## src/rtl/seq_mult_32bit_pkg.sv

```systemverilog
// Shared definitions for the sequential shift-add multiplier.
// State encoding and fixed datapath sizes.
package seq_mult_32bit_pkg;

  localparam int WIDTH = 32;
  localparam int ITERS = 32;
  localparam int CNT_W = 6;

  typedef enum logic [1:0] {
    IDLE = 2'd0,
    CALC = 2'd1,
    DONE = 2'd2
  } state_e;

endpackage

```

## src/rtl/seq_mult_32bit_if.sv

```systemverilog
// start/busy/done handshake and operand/result bus of the multiplier.
// master = controller side, slave = multiplier side.
interface seq_mult_32bit_if;
  import seq_mult_32bit_pkg::*;

  logic               start;
  logic [WIDTH-1:0]   a_in;
  logic [WIDTH-1:0]   b_in;
  logic [2*WIDTH-1:0] product;
  logic               busy;
  logic               done;

  modport master (
    output start,
    output a_in,
    output b_in,
    input  product,
    input  busy,
    input  done
  );

  modport slave (
    input  start,
    input  a_in,
    input  b_in,
    output product,
    output busy,
    output done
  );

endinterface

```

## src/rtl/RCA_32bit.sv

```systemverilog
// 32-bit ripple-carry adder, the only adder in the multiplier.
// Carry is threaded through a local variable bit by bit.
module RCA_32bit (
  input  logic [31:0] a_i,
  input  logic [31:0] b_i,
  input  logic        cin_i,
  output logic [31:0] sum_o,
  output logic        cout_o
);

  logic carry;

  always_comb begin
    sum_o = '0;
    carry = cin_i;
    for (int i = 0; i < 32; i++) begin
      sum_o[i] = a_i[i] ^ b_i[i] ^ carry;
      carry = (a_i[i] & b_i[i])
            | (carry & (a_i[i] ^ b_i[i]));
    end
    cout_o = carry;
  end

endmodule

```

## src/rtl/seq_mult_32bit.sv

```systemverilog
// Unsigned 32x32->64 shift-add multiplier, one add-shift per clock.
// Result registered on the last CALC edge, done pulses one cycle.
module seq_mult_32bit
  import seq_mult_32bit_pkg::*;
#(
  parameter int WIDTH = 32,
  parameter int ITERS = 32
) (
  input  logic             clk,
  input  logic             rst,
  seq_mult_32bit_if.slave  bus
);

  if (WIDTH != 32 || ITERS != WIDTH) begin : g_bad_cfg
    $error("seq_mult_32bit: WIDTH/ITERS must be 32");
  end

  state_e             state_q;
  logic [CNT_W-1:0]   cnt_q;
  logic               busy_q;
  logic               done_q;
  logic [WIDTH-1:0]   m_q;
  logic [WIDTH-1:0]   q_q;
  logic [WIDTH-1:0]   phi_q;
  logic [2*WIDTH-1:0] prod_q;

  logic [WIDTH-1:0]   add_b;
  logic [WIDTH-1:0]   sum;
  logic               cout;
  logic [WIDTH-1:0]   phi_d;
  logic [WIDTH-1:0]   q_d;
  logic               last;
  logic               accept;

  assign add_b  = q_q[0] ? m_q : '0;
  assign accept = (state_q == IDLE) & bus.start;
  assign last   = (cnt_q == CNT_W'(ITERS - 1));

  RCA_32bit u_rca (
    .a_i    (phi_q),
    .b_i    (add_b),
    .cin_i  (1'b0),
    .sum_o  (sum),
    .cout_o (cout)
  );

  // Carry-out becomes the new MSB so no product bit is lost.
  assign phi_d = {cout, sum[WIDTH-1:1]};
  assign q_d   = {sum[0], q_q[WIDTH-1:1]};

  always_ff @(posedge clk) begin
    if (rst) begin
      state_q <= IDLE;
      cnt_q   <= '0;
      busy_q  <= 1'b0;
      done_q  <= 1'b0;
    end else begin
      case (state_q)
        IDLE: begin
          done_q <= 1'b0;
          if (bus.start) begin
            state_q <= CALC;
            cnt_q   <= '0;
            busy_q  <= 1'b1;
          end
        end
        CALC: begin
          cnt_q <= cnt_q + 1'b1;
          if (last) begin
            state_q <= DONE;
            done_q  <= 1'b1;
          end
        end
        DONE: begin
          state_q <= IDLE;
          busy_q  <= 1'b0;
          done_q  <= 1'b0;
        end
        default: begin
          state_q <= IDLE;
          cnt_q   <= '0;
          busy_q  <= 1'b0;
          done_q  <= 1'b0;
        end
      endcase
    end
  end

  always_ff @(posedge clk) begin
    if (rst) begin
      m_q    <= '0;
      q_q    <= '0;
      phi_q  <= '0;
      prod_q <= '0;
    end else if (accept) begin
      m_q   <= bus.a_in;
      q_q   <= bus.b_in;
      phi_q <= '0;
    end else if (state_q == CALC) begin
      phi_q <= phi_d;
      q_q   <= q_d;
      if (last) begin
        prod_q <= {phi_d, q_d};
      end
    end
  end

  assign bus.product = prod_q;
  assign bus.busy    = busy_q;
  assign bus.done    = done_q;

endmodule

```

## src/flat_wrapper.sv

```systemverilog
// flat-port wrapper written by rule: the top's interface ports become plain ports
module seq_mult_32bit_flat import seq_mult_32bit_pkg::*;
#(
  parameter int WIDTH = 32,
  parameter int ITERS = 32
)
  (clk, rst, bus_start, bus_a_in, bus_b_in, bus_product, bus_busy, bus_done);
  seq_mult_32bit_if bus_i ();
  input  logic clk;
  input  logic rst;
  input wire logic [$bits(bus_i.start)-1:0] bus_start;
  input wire logic [$bits(bus_i.a_in)-1:0] bus_a_in;
  input wire logic [$bits(bus_i.b_in)-1:0] bus_b_in;
  output wire logic [$bits(bus_i.product)-1:0] bus_product;
  output wire logic [$bits(bus_i.busy)-1:0] bus_busy;
  output wire logic [$bits(bus_i.done)-1:0] bus_done;
  assign bus_i.start = bus_start;
  assign bus_i.a_in = bus_a_in;
  assign bus_i.b_in = bus_b_in;
  assign bus_product = bus_i.product;
  assign bus_busy = bus_i.busy;
  assign bus_done = bus_i.done;
  seq_mult_32bit #(.WIDTH(WIDTH), .ITERS(ITERS)) u_core (.clk(clk), .rst(rst), .bus(bus_i));
endmodule
```

## config.mk

```make
export PLATFORM = sky130hd
export DESIGN_NAME = seq_mult_32bit_flat
export DESIGN_NICKNAME = d
export VERILOG_FILES = /design/src/rtl/seq_mult_32bit_pkg.sv /design/src/rtl/seq_mult_32bit_if.sv /design/src/rtl/RCA_32bit.sv /design/src/rtl/seq_mult_32bit.sv /design/src/flat_wrapper.sv
export SDC_FILE = /design/constraint.sdc
export NUM_CORES = 1
export LEC_CHECK = 0
export BUFFER_PORTS_ARGS = -buffer_cell sky130_fd_sc_hd__buf_2
export CAP_MARGIN = 30
export CORE_AREA = 3 3 148 150
export CTS_BUF_LIST = sky130_fd_sc_hd__clkbuf_2
export CTS_CLUSTER_SIZE = 40
export DETAILED_ROUTE_END_ITERATION = 7
export DIE_AREA = 0 0 151 153
export GPL_ROUTABILITY_DRIVEN = 0
export SLEW_MARGIN = 20
export SYNTH_ARGS = -nofsm -noshare
export SYNTH_HDL_FRONTEND = slang
export SYNTH_SLANG_ARGS = --single-unit
```

## constraint.sdc

```tcl
create_clock -name clk -period 13.1 [get_ports clk]
set_clock_uncertainty 0.05 [all_clocks]
set_input_delay 0 -clock clk [delete_from_list [all_inputs] [get_ports clk]]
set_output_delay 0 -clock clk [all_outputs]
set_load 0.005 [all_outputs]
```

## Word level (Yosys, flattened, before mapping)

Index checks and enable logic that the tools add are counted.

| word-level totals | value |
|---|---|
| bits of input ports | 67 |
| register bits | 170 |
| word-level logic and storage cells | 193 |

| cells by class | value |
|---|---|
| multiplexer cells | 10 |
| eq/ne operators | 5 |
| add/sub/neg operators | 1 |
| bitwise operators | 161 |
| reductions and logical operators | 8 |

Operator list:

| operator | count |
|---|---|
| two-way mux 32 bit | 3 |
| AND 1 bit | 64 |
| bitwise XOR 1 bit | 63 |
| OR 1 bit | 31 |
| case mux 6 bit (3 select lines) | 1 |
| adder 6 x 1 -> 6 bit (second input constant) | 1 |
| == test 6 x 5 -> 1 bit (second input constant) | 1 |
| two-way mux 6 bit | 1 |
| AND reduction 2 bit | 3 |
| two-way mux 2 bit | 2 |
| case mux 2 bit (2 select lines) | 1 |
| OR reduction 2 bit | 2 |
| inverter 1 bit | 3 |
| AND reduction 3 bit | 1 |
| == test 2 x 1 -> 1 bit (second input constant) | 1 |
| == test 2 bit (second input constant) | 1 |
| logical NOT 2 bit | 1 |
| != test 2 x 1 -> 1 bit (second input constant) | 1 |
| != test 2 bit (second input constant) | 1 |
| case mux 1 bit (2 select lines) | 1 |
| nonzero test 2 bit | 1 |
| two-way mux 1 bit | 1 |

## Longest topological paths before layout

Gate-level depths: netlist of run 1.

| logic depth | value |
|---|---|
| depth after elaboration | 64 |
| gate-level depth with buffers | 40 |

## Cells and area by module

A second synthesis of run 1 with hierarchy kept.

| unflattened totals | value |
|---|---|
| cell total of the unflattened synthesis | 836 |
| area, all modules | 7803.7 µm² |

By module, submodules not included:

| module | area each (µm²) | seq. area each (µm²) | cells each | times used |
|---|---|---|---|---|
| seq_mult_32bit | 7125.6 | 3403.3 | 794 | 1 |
| RCA_32bit | 678.2 | 0.0 | 42 | 1 |

## Worst setup path before layout of run 1

No wires, ideal clock.

| path | value |
|---|---|
| path type | flip-flop to flip-flop |
| from | register u_core.q_q[0] |
| to | register u_core.phi_q[30] |
| data arrival time | 13.455 ns |
| path slack | -0.490 ns |
| path buffers | 1 |
| required time | 12.964 ns |
| period minus slack after synthesis | 13.590 ns |
| cell stages (with the launch flop) | 41 |
| cell sequence | dfxtp_1 > clkbuf_1 > and2_1 > ha_1 > inv_1 > fa_1 > fa_1 > inv_1 > fa_1 > fa_1 > fa_1 > fa_1 > fa_1 > fa_1 > fa_1 > fa_1 > fa_1 > fa_1 > [5 not listed] > inv_1 > fa_1 > fa_1 > fa_1 > fa_1 > fa_1 > fa_1 > fa_1 > fa_1 > fa_1 > fa_1 > fa_1 > fa_1 > fa_1 > fa_1 > inv_1 > fa_1 > a211oi_1 |

| on the way | value |
|---|---|
| word-level cells in the longest chain between the ends | 63 |
| elaborated cells between the ends (all ways) | 124 |

RTL lines:

| element | line | source |
|---|---|---|
| start, declared | seq_mult_32bit.sv:23 | `logic [WIDTH-1:0] q_q;` |
| start signal, assigned | seq_mult_32bit.sv:97 | `q_q <= bus.b_in;` |
| start signal, assigned | seq_mult_32bit.sv:101 | `q_q <= q_d;` |
| two-way mux 32 bit (*) | seq_mult_32bit.sv:35 | `assign add_b = q_q[0] ? m_q : '0;` |
| AND 1 bit / bitwise XOR 1 bit (equally long branches) | RCA_32bit.sv:18, RCA_32bit.sv:19 |  |
| AND 1 bit | RCA_32bit.sv:19 | `\| (carry & (a_i[i] ^ b_i[i]));` |
| OR 1 bit | RCA_32bit.sv:19 |  |
| AND 1 bit | RCA_32bit.sv:19 |  |
| OR 1 bit | RCA_32bit.sv:19 |  |
| AND 1 bit | RCA_32bit.sv:19 |  |
| OR 1 bit | RCA_32bit.sv:19 |  |
| [47 not listed] | -- |  |
| OR 1 bit | RCA_32bit.sv:19 |  |
| AND 1 bit | RCA_32bit.sv:19 |  |
| OR 1 bit | RCA_32bit.sv:19 |  |
| AND 1 bit | RCA_32bit.sv:19 |  |
| OR 1 bit | RCA_32bit.sv:19 |  |
| AND 1 bit | RCA_32bit.sv:19 |  |
| OR 1 bit | RCA_32bit.sv:19 |  |
| bitwise XOR 1 bit (*) | RCA_32bit.sv:17 | `sum_o[i] = a_i[i] ^ b_i[i] ^ carry;` |
| end signal, assigned | seq_mult_32bit.sv:100 | `phi_q <= phi_d;` |
| end, declared | seq_mult_32bit.sv:24 | `logic [WIDTH-1:0] phi_q;` |

Every way passes the cells marked *; elsewhere a longest branch is shown, timed or not.
A chain may end at the register's enable or synchronous reset.

## Worst setup path after layout of run 1

Ends and elaborated chain as after synthesis.

==> impl_metrics.toml, run 1 <==
[yosys]
synth_cell_types = 35
post_synthesis_compound_gate_area_fraction = 0.141
synth-async-reset-ratio = 0
synth_area_leaders = "dfxtp_1, nand2_1, fa_1"
yosysTopAreaCellShare = 0.473
synth_cells = 875
yosys_register_bits = 170
synth.yosys.seq_area_share = 0.473
dominant_combinational_cell_family_by_area_after_synthesis = "simple AND/OR/NAND/NOR gates"
synth.largest_area_cell = "dfxtp_1"
synth_fa_ha_area_frac = 0.0897
synth_edf_count = 0
post_synth_mux_area_share = 0
synth_warnings = 0
post_synth_xor_area_fraction = 0
synth.cell_area_um2 = 7200
syn-num-nets = 975
synthSimpleGateAreaFrac = 0.249
syn_avg_cell_area_um2 = 8.22
synth_flop_cell = "dfxtp_1"

[detailed_routing]
num_vias = 6714
detail_routed_via_count_per_cell = 4.77
drt.antenna.violating_nets = 0
remaining_drc_errors = 0
post_drt_wl_per_cell_um = 14.2
dr.first_iter.drc_count = 367
routed_wl_um = 20000
drt_pre_antenna_iters = 5

[power_and_ir_drop]
power.total_w = 0.00100
p_leak_nw = 4.00
vdd.ir_drop.worst_v = 0.0000473
pwr_density_cell_nw_per_um2 = 102

[critical_path]
timing.critical_path.from = "u_core.q_q[0]"
crit_slowest_cell = "fa_1"
worstPathMaxFanout = 2
critical_path_required_ns = 13.67
critical-path-top-cell-by-count = "fa_2"
cp.arrival_ns = 13.22
critical_path.startpoint_type = "flop"
worst_r2r_path_depth = 39
setup.worst_path.end_class = "flop"
timing_worst_setup_path_type = "flop to flop"
origin_of_the_critical_flop_to_flop_path = "u_core.q_q[0]"
worst_path_largest_cell_delay_ns = 0.44

[layout]
mostFrequentLayoutCells = "nand2_1, dfxtp_1, dlygate4sd3_1"
area.growth.synth_to_final_pct = 36.6
final_cells = 1408
mostFrequentLayoutCell = "nand2_1"
post_route_cells_drive_above_1_share = 0.185
fill_cells = 2116
design.final.nets = 1219

[timing]
setup_violations = 0
timing_worst_slew_pin_value_ns = 0.887
drv_slew = 0
fin_crit_sh = 0.965
achievable-frequency_ghz = 0.0791
slew-limit-headroom = 0.408
final-hold-violation-count = 0
timing.final.crit_period_ns = 12.65

[grt]
wire_length_of_the_first_global_routing_pass_um = 33200
first_global_vias = 6715
grt_antenna_before_repair = 2
globalRouteTotalUtil = 0.177
maximum_number_of_pins_on_one_net_before_global_route_repair = 71
grt.overflow.total = 0

[clock_network]
htreeDepth = 4
clock_latency_ns = 0.73
cts_post_setup_buffers_inserted = 0
clk_root_buffer_cell = "clkbuf_2"
clk_path_buf_depth = 2
cts_tree = "built"
clkTransAtPathRegs_ns = 0.25
cts_buffers = 17
clock-sinks = 170

[hold_path]
worstHoldStart = "bus_b_in[26]"
worstHoldPathType = "input port to flop"
timing.hold.worst_path_depth = 5

[placed_design]
dp_hpwl_um = 11900
port-buffer-count = 132
dp_cells = 1229

[floorplanning]
fp.dieH_um = 153
start_util = 0.346
num_rows = 53
die_w_um = 151
design.die.area_um2 = 23100
design.portCount = 133
core-area_um2 = 20800

[flow_run]
max_cap_violations = 0

[run_status]
run_status = "complete, no violations"
==> area by class of cell <==
cell class | count | area, um2 | share of cell area
sequential | 170 | 3400 | 0.346
timing repair buffer | 291 | 2220 | 0.226
multi-input combinational | 629 | 3530 | 0.359
tap | 275 | 344 | 0.0350
clock inverter | 13 | 200 | 0.0204
antenna | 2 | 5.00 | 0.000509
clock buffer | 18 | 90.1 | 0.00916
inverter | 10 | 37.5 | 0.00382
==> metal layers <==
metal	vias to the layer above	track usage	part of all wire	routed length, um
met1	3215	0.226	0.45	9040
met2	135	0.296	0.49	9830
li1	3339	-	-	-
met3	25	0.0377	0.034	688
met4	0	0.0604	0.022	435
met5	-	0	0	0
==> through the flow <==
stage           util  area, um2  worst slack (ns)  TNS (ns)  hold slack, ns
2_1_floorplan      -       7220            0.0189         0          0.0860
3_3_place_gp   0.386       8040           -0.0919    -0.173           0.195
3_5_place_dp   0.386       8040            -0.185    -0.354           0.196
4_1_cts        0.471       9800            0.0316         0          0.0786
5_1_grt        0.472       9830          -0.00332  -0.00453          0.0715
6_report       0.472       9830             0.455         0           0.178
==> path summary, 6_finish.rpt <==
path / to / slack (ns)
min: u_core.q_q[26] / 0.18
min reg2reg: u_core.bus.product[25] / 0.42
max reg2reg: u_core.phi_q[30] / 0.45
max: u_core.phi_q[30] / 0.45
==> synthesized netlist by cell type, types with 15 or more instances <==
cell type and count:
clkbuf_1 36, and2_1 30, nor2b_1 15, nor3_1 34
buf_2 24, nand2_1 243, a21oi_1 115, fa_1 31
dfxtp_1 170, a2bb2oi_1 17, nor2_1 84, o22ai_1 15
==> worst max-delay path, delay by kind of cell (launching register included) <==
family	cells	cell delay, ns
AOI/OAI and AO/OA	1	0.21
adders and majority gates	32	11.43
buffers and inverters	5	0.36
DFF	1	0.35
and+or+nand+nor	1	0.15
==> state kept, by name (all words and copies together), names as in the netlist <==
| name | flops |
|---|---|
| u_core.cnt_q | 6 |
| u_core.m_q | 32 |
| u_core.q_q | 32 |
| u_core.bus.busy | 1 |
| u_core.state_q | 2 |
| u_core.bus.product | 64 |
| u_core.bus.done | 1 |
| u_core.phi_q | 32 |
==> logic make-up (layout without fill, tap and decap cells) <==
family | count (synthesis) | after routing
and+or+nand+nor | 423 | 423
other | 0 | 2
adders and majority gates | 33 | 33
AOI/OAI and AO/OA | 173 | 173
DFF | 170 | 170
buffers and inverters | 76 | 332
==> report_power, final <==
part	switching (W)	internal [W]
clock network	0.000185	0.000142
logic	0.0000596	0.0000691
registers	0.0000127	0.000535
==> timing repair <==
item	4_1_cts	5_1_grt
hold buffers	146	0
hold endpoints to repair	102	0
resized for setup	5	9
endpoints found under the setup margin	2	4
cloned	0	0
pin swaps	0	1
(Power assumes the default switching activity.)
==> run 2: changes to the inputs <==
--- a/config.mk
+++ b/config.mk
@@ -8,7 +8,6 @@
 export BUFFER_PORTS_ARGS = -buffer_cell sky130_fd_sc_hd__buf_2
 export CAP_MARGIN = 30
 export CORE_AREA = 3 3 148 150
-export CTS_BUF_LIST = sky130_fd_sc_hd__clkbuf_2
 export CTS_CLUSTER_SIZE = 40
 export DETAILED_ROUTE_END_ITERATION = 7
 export DIE_AREA = 0 0 151 153
==> run 2 against run 1 <==
  * Combinational power shrank 21%
  * Maximum frequency is 0.40% higher
  * First-iteration DRC count decreased by 21%
  * Sequential cell count unchanged
  * Non-clock buffer count down 82
  * Register-to-register slack improved by 0.05 ns
  * Critical path depth did not move
  * Sequential share of layout area up 1.7 points
  * Largest power group is now the clock network
==> impl_metrics.toml, run 2 (synthesized netlist as in run 1, its figures left out) <==
[run_status]
run_status = "complete, no violations"

[power_and_ir_drop]
vdd.ir_drop.worst_v = 0.0000725
pwr_density_cell_nw_per_um2 = 129
p_leak_nw = 3.76
power.total_w = 0.00121

[detailed_routing]
drt.antenna.violating_nets = 0
post_drt_wl_per_cell_um = 14.2
detail_routed_via_count_per_cell = 4.76
drt_pre_antenna_iters = 5
num_vias = 6307
dr.first_iter.drc_count = 289
remaining_drc_errors = 0
routed_wl_um = 18800

[grt]
top_usage_layer = "met2"
grt.overflow.total = 0
wire_length_of_the_first_global_routing_pass_um = 31400
first_global_vias = 6294
use_met2 = 0.274
met1_usage = 0.218
met3_demand_to_capacity_share_in_global_routing = 0.0314
grt_antenna_before_repair = 0
maximum_number_of_pins_on_one_net_before_global_route_repair = 71
globalRouteTotalUtil = 0.168

[critical_path]
setup.worst_path.end_class = "flop"
critical-path-top-cell-by-count = "fa_2"
crit_slowest_cell = "fa_1"
critical_path.startpoint_type = "flop"
critical_path_required_ns = 13.38
worst_path_largest_cell_delay_ns = 0.45
worstPathMaxFanout = 2
timing_worst_setup_path_type = "flop to flop"
cp.arrival_ns = 12.87

[floorplanning]
design.portCount = 133
num_rows = 53
core-area_um2 = 20800
die_w_um = 151
design.die.area_um2 = 23100
fp.dieH_um = 153
start_util = 0.346

[timing]
worst_hold_check_slack_ns = 0.0865
fin_crit_sh = 0.961
achievable-frequency_ghz = 0.0794
fin_tns_setup_ns = 0
slew-limit-headroom = 0.417
setup_violations = 0
timing.final.crit_period_ns = 12.59
final-hold-violation-count = 0
drv_slew = 0
timing_worst_slew_pin_value_ns = 0.873

[clock_network]
clock_latency_ns = 0.42
clock-sinks = 170
cts_buffers = 17
htreeDepth = 4
clk_path_buf_depth = 2
cts_tree = "built"
clk_root_buffer_cell = "clkbuf_16"
clkTransAtPathRegs_ns = 0.06
cts_post_setup_buffers_inserted = 0

[hold_path]
worstHoldPathType = "input port to flop"

[layout]
mostFrequentLayoutCells = "nand2_1, dfxtp_1, buf_2"
area.growth.synth_to_final_pct = 30.3
post_route_cells_drive_above_1_share = 0.201
num_antenna_cells = 0
design.final.nets = 1137
largest_register_ffs = 64
mostFrequentLayoutCell = "nand2_1"

[placed_design]
dp_hpwl_um = 11900
port-buffer-count = 132

[flow_run]
max_cap_violations = 0
[run 2: cell types whose count changed in the layout (fill, tap and decap cells not counted), sizes merged]
| cell | change |
|---|---|
| diode | -2 |
| clkinv | -3 |
| dlygate4sd3 | -82 |
| clkbuf | +3 |
[run 2: what timing repair did]
action / CTS / global route
hold buffers: 64 / 0
pin swaps: 0 / 1
endpoints found under the setup margin: 2 / 4
hold endpoints to repair: 64 / 0
gates resized for setup: 5 / 9
[run 2: where the power goes]
| group | internal [W] | switching [W] | total, W | leakage, nW |
|---|---|---|---|---|
| sequential | 0.000534 | 0.0000124 | 0.000546 | 1.38 |
| combinational | 0.0000477 | 0.0000541 | 0.000102 | 2.07 |
| clock | 0.000354 | 0.000208 | 0.000562 | 0.308 |
[run 2: per-layer routing]
layer  routed length [um]  part of all wire
met3                  609             0.032
met2                 9140              0.49
met4                  290             0.015
met5                    0                 0
met1                 8790              0.47
[run 2: stage by stage]
stage               cells  cell area (um2)  setup WS [ns]   util
floorplan             875             7220         0.0189      -
global placement     1229             8040        -0.0919  0.386
detailed placement   1229             8040         -0.185  0.386
CTS                  1324             9350         0.0625  0.449
global route         1324             9370       -0.00959  0.450
finish               1324             9370          0.505  0.450
[run 2: worst max-delay path, delay by kind of cell, from the launching register on]
kind	cells	cell delay (ns)
AO/OA/AOI/OAI	1	0.21
adder cells (fa/ha/maj)	32	11.42
buffers and inverters	5	0.36
flip-flops	1	0.30
AND/OR/NAND/NOR	1	0.15
[run 2: final cells by class]
cell class,count,area (um2)
tap,275,344
timing repair buffer,209,1400
clock buffer,21,470
clock inverter,10,189
multi-input combinational,629,3530
fill,2104,11400
sequential,170,3400
inverter,10,37.5
[run 2: worst paths after layout]
path                            endpoint  slack [ns]  cells past startpoint           start
hold reg to reg           u_core.m_q[19]        0.40                      2  u_core.m_q[19]
setup / recovery        u_core.phi_q[30]        0.51                     39   u_core.q_q[0]
setup reg to reg        u_core.phi_q[30]        0.51                     39   u_core.q_q[0]
hold / removal    u_core.bus.product[16]        0.09                      2             rst
==> run 3: changes to the inputs <==
--- a/config.mk
+++ b/config.mk
@@ -7,12 +7,13 @@
 export LEC_CHECK = 0
 export BUFFER_PORTS_ARGS = -buffer_cell sky130_fd_sc_hd__buf_2
 export CAP_MARGIN = 30
-export CORE_AREA = 3 3 148 150
+export CORE_AREA = 3 3 154 156
 export CTS_CLUSTER_SIZE = 40
 export DETAILED_ROUTE_END_ITERATION = 7
-export DIE_AREA = 0 0 151 153
-export GPL_ROUTABILITY_DRIVEN = 0
+export DIE_AREA = 0 0 157 159
+export GPL_ROUTABILITY_DRIVEN = 1
 export SLEW_MARGIN = 20
 export SYNTH_ARGS = -nofsm -noshare
 export SYNTH_HDL_FRONTEND = slang
+export SYNTH_HIERARCHICAL = 1
 export SYNTH_SLANG_ARGS = --single-unit
==> run 3 against run 2 <==
  * Routed wire length is essentially flat
  * Worst setup slack lost 0.087 ns
  * Critical path depth is the same
  * Utilization shrank 1.3 points
  * Combinational power is essentially flat
  * Cell count shrank 2.4%
  * Total power shrank 3.6%
  * Largest cell class unchanged
  * Clock-buffer cell count shrank 3
  * First-iteration DRC count shrank 10%
==> impl_metrics.toml, run 3 <==
[critical_path]
worstPathMaxFanout = 2
cp.arrival_ns = 12.98
critical_path_required_ns = 13.40
critical_path.startpoint_type = "flop"
timing_worst_setup_path_type = "flop to flop"
setup.worst_path.end_class = "flop"
crit_slowest_cell = "fa_1"
critical-path-top-cell-by-count = "fa_1"
worst_path_largest_cell_delay_ns = 0.41

[yosys]
post-synth-top-count-cell = "dfxtp_1"
syn-num-nets = 936
synth_commonest_cells = "dfxtp_1, nand2b_1, nand2_1, a21oi_1, mux2i_1"
synth_area_leaders = "dfxtp_1, nand2b_1, fa_1"
synth_cell_types = 37
yosys_register_bits = 170
yosysTopAreaCellShare = 0.436
syn_avg_cell_area_um2 = 9.33
synth_warnings = 6
synth.largest_area_cell = "dfxtp_1"
synth.cell_area_um2 = 7800
synth_flop_cell = "dfxtp_1"
synth.yosys.seq_area_share = 0.436
synth-async-reset-ratio = 0
synth_cells = 836
synth_edf_count = 0

[flow_run]
max_cap_violations = 0

[timing]
worst_hold_check_slack_ns = 0.0223
achievable-frequency_ghz = 0.0789
final-hold-violation-count = 0
timing.final.crit_period_ns = 12.68
finalWorstSetupSlack_ns = 0.418
timing_worst_slew_pin_value_ns = 0.766
grt_setup_unrepaired = "no"
drv_slew = 0
slew-limit-headroom = 0.489
setup_violations = 0
fin_crit_sh = 0.968

[clock_network]
clk_root_buffer_cell = "clkbuf_16"
cts_post_setup_buffers_inserted = 0
clkTransAtPathRegs_ns = 0.07
htreeDepth = 4
cts_tree = "built"
clock_latency_ns = 0.42
clk_path_buf_depth = 2
clock-sinks = 170
cts_buffers = 17

[placed_design]
dp_hpwl_um = 11900
port-buffer-count = 132
place_congestion = 0.758
worst_slack_after_detailed_placement_ns = -0.212
dp_cells = 1196

[floorplanning]
start_util = 0.347
die_w_um = 157
design.die.area_um2 = 25000
core-area_um2 = 22500
num_rows = 55
design.portCount = 133
fp.dieH_um = 159

[detailed_routing]
routed_wl_um = 18800
dr.first_iter.drc_count = 260
post_drt_wl_per_cell_um = 14.6
remaining_drc_errors = 0
drt.antenna.violating_nets = 0
num_vias = 6145
detail_routed_via_count_per_cell = 4.76
drt_pre_antenna_iters = 4

[run_status]
run_status = "complete, no violations"

[grt]
top_usage_layer = "met2"
grt_antenna_before_repair = 0
wire_length_of_the_first_global_routing_pass_um = 30900
globalRouteTotalUtil = 0.151
use_met2 = 0.248
first_global_vias = 6016
grt.overflow.total = 0
maximum_number_of_pins_on_one_net_before_global_route_repair = 121
met3_demand_to_capacity_share_in_global_routing = 0.0296
met1_usage = 0.196

[layout]
final_util = 0.437
area.growth.synth_to_final_pct = 26.1
num_antenna_cells = 0
final_cells = 1292
largest_register_ffs = 64
post_route_cells_drive_above_1_share = 0.195
design.final.nets = 1094
fill_cells = 2169
mostFrequentLayoutCells = "dfxtp_1, nand2b_1, buf_2"
mostFrequentLayoutCell = "dfxtp_1"

[power_and_ir_drop]
p_leak_nw = 3.81
vdd.ir_drop.worst_v = 0.0000612
pwr_density_cell_nw_per_um2 = 118
power.total_w = 0.00117

[hold_path]
worstHoldPathType = "input port to flop"
-- run 3: final timing paths --
kind | startpoint | endpoint | slack (ns) | cells after the start
max | u_core/m_q[0] | u_core/phi_q[30] | 0.42 | 39
min reg2reg | u_core/phi_q[31] | u_core/phi_q[31] | 0.41 | 2
min | bus_b_in[0] | u_core/q_q[0] | 0.02 | 3
max reg2reg | u_core/m_q[0] | u_core/phi_q[30] | 0.42 | 39
-- run 3: report_power, final --
part | internal [W] | total (W) | switching (W) | leakage (nW)
Sequential | 0.000533 | 0.000544 | 0.0000107 | 1.38
Clock | 0.000306 | 0.000519 | 0.000213 | 0.293
Combinational | 0.0000490 | 0.000103 | 0.0000544 | 2.13
Total | 0.000888 | 0.00117 | 0.000278 | 3.81
-- run 3: cells by family after synthesis --
| logic type | count (synthesis) | synth area share |
|---|---|---|
| muxes | 64 | 0.0821 |
| DFF | 170 | 0.436 |
| AOI/OAI and AO/OA | 173 | 0.130 |
| and+or+nand+nor | 312 | 0.210 |
| buffers and inverters | 82 | 0.0568 |
| adders and majority gates | 33 | 0.0837 |
| other | 1 | 0.000481 |
| xor gates and xnor gates | 1 | 0.00112 |
-- run 3: worst max-delay path, delay by kind of cell, from the launching register on --
family,cells,cell delay [ns]
adders and majority gates,32,11.63
DFF,1,0.31
buffers and inverters,4,0.28
and+or+nand+nor,2,0.21
AOI/OAI and AO/OA,1,0.13
-- run 3: cell type report --
cell class | count | area, um2 | area share
multi-input cells | 584 | 4000 | 0.407
flip-flops and latches | 170 | 3400 | 0.346
repair buffers | 208 | 1420 | 0.145
clock buffers | 18 | 439 | 0.0446
well taps | 285 | 357 | 0.0362
clock inverters | 14 | 168 | 0.0170
inverters | 13 | 48.8 | 0.00496
-- run 3: stage by stage --
step	setup TNS, ns	cell area, um2
finish	0	9840
global route	0	9840
CTS	0	9800
detailed placement	-0.411	8550
global placement	-0.197	8520
floorplan	0	7800
-- run 3: repair_timing --
action	in CTS	in global routing
resized for setup	6	9
endpoints found under the setup margin	3	4
endpoints found under the hold margin	63	0
hold buffers	63	0
pin swaps	0	0
-- run 3: per-layer routing --
metal  routed length, um  part of all wire  up-vias
met5                   0                 0        -
met4                 400             0.021        0
met3                 736             0.039       24
met2                9180              0.49      118
met1                8510              0.45     2896
li1                    -                 -     3107
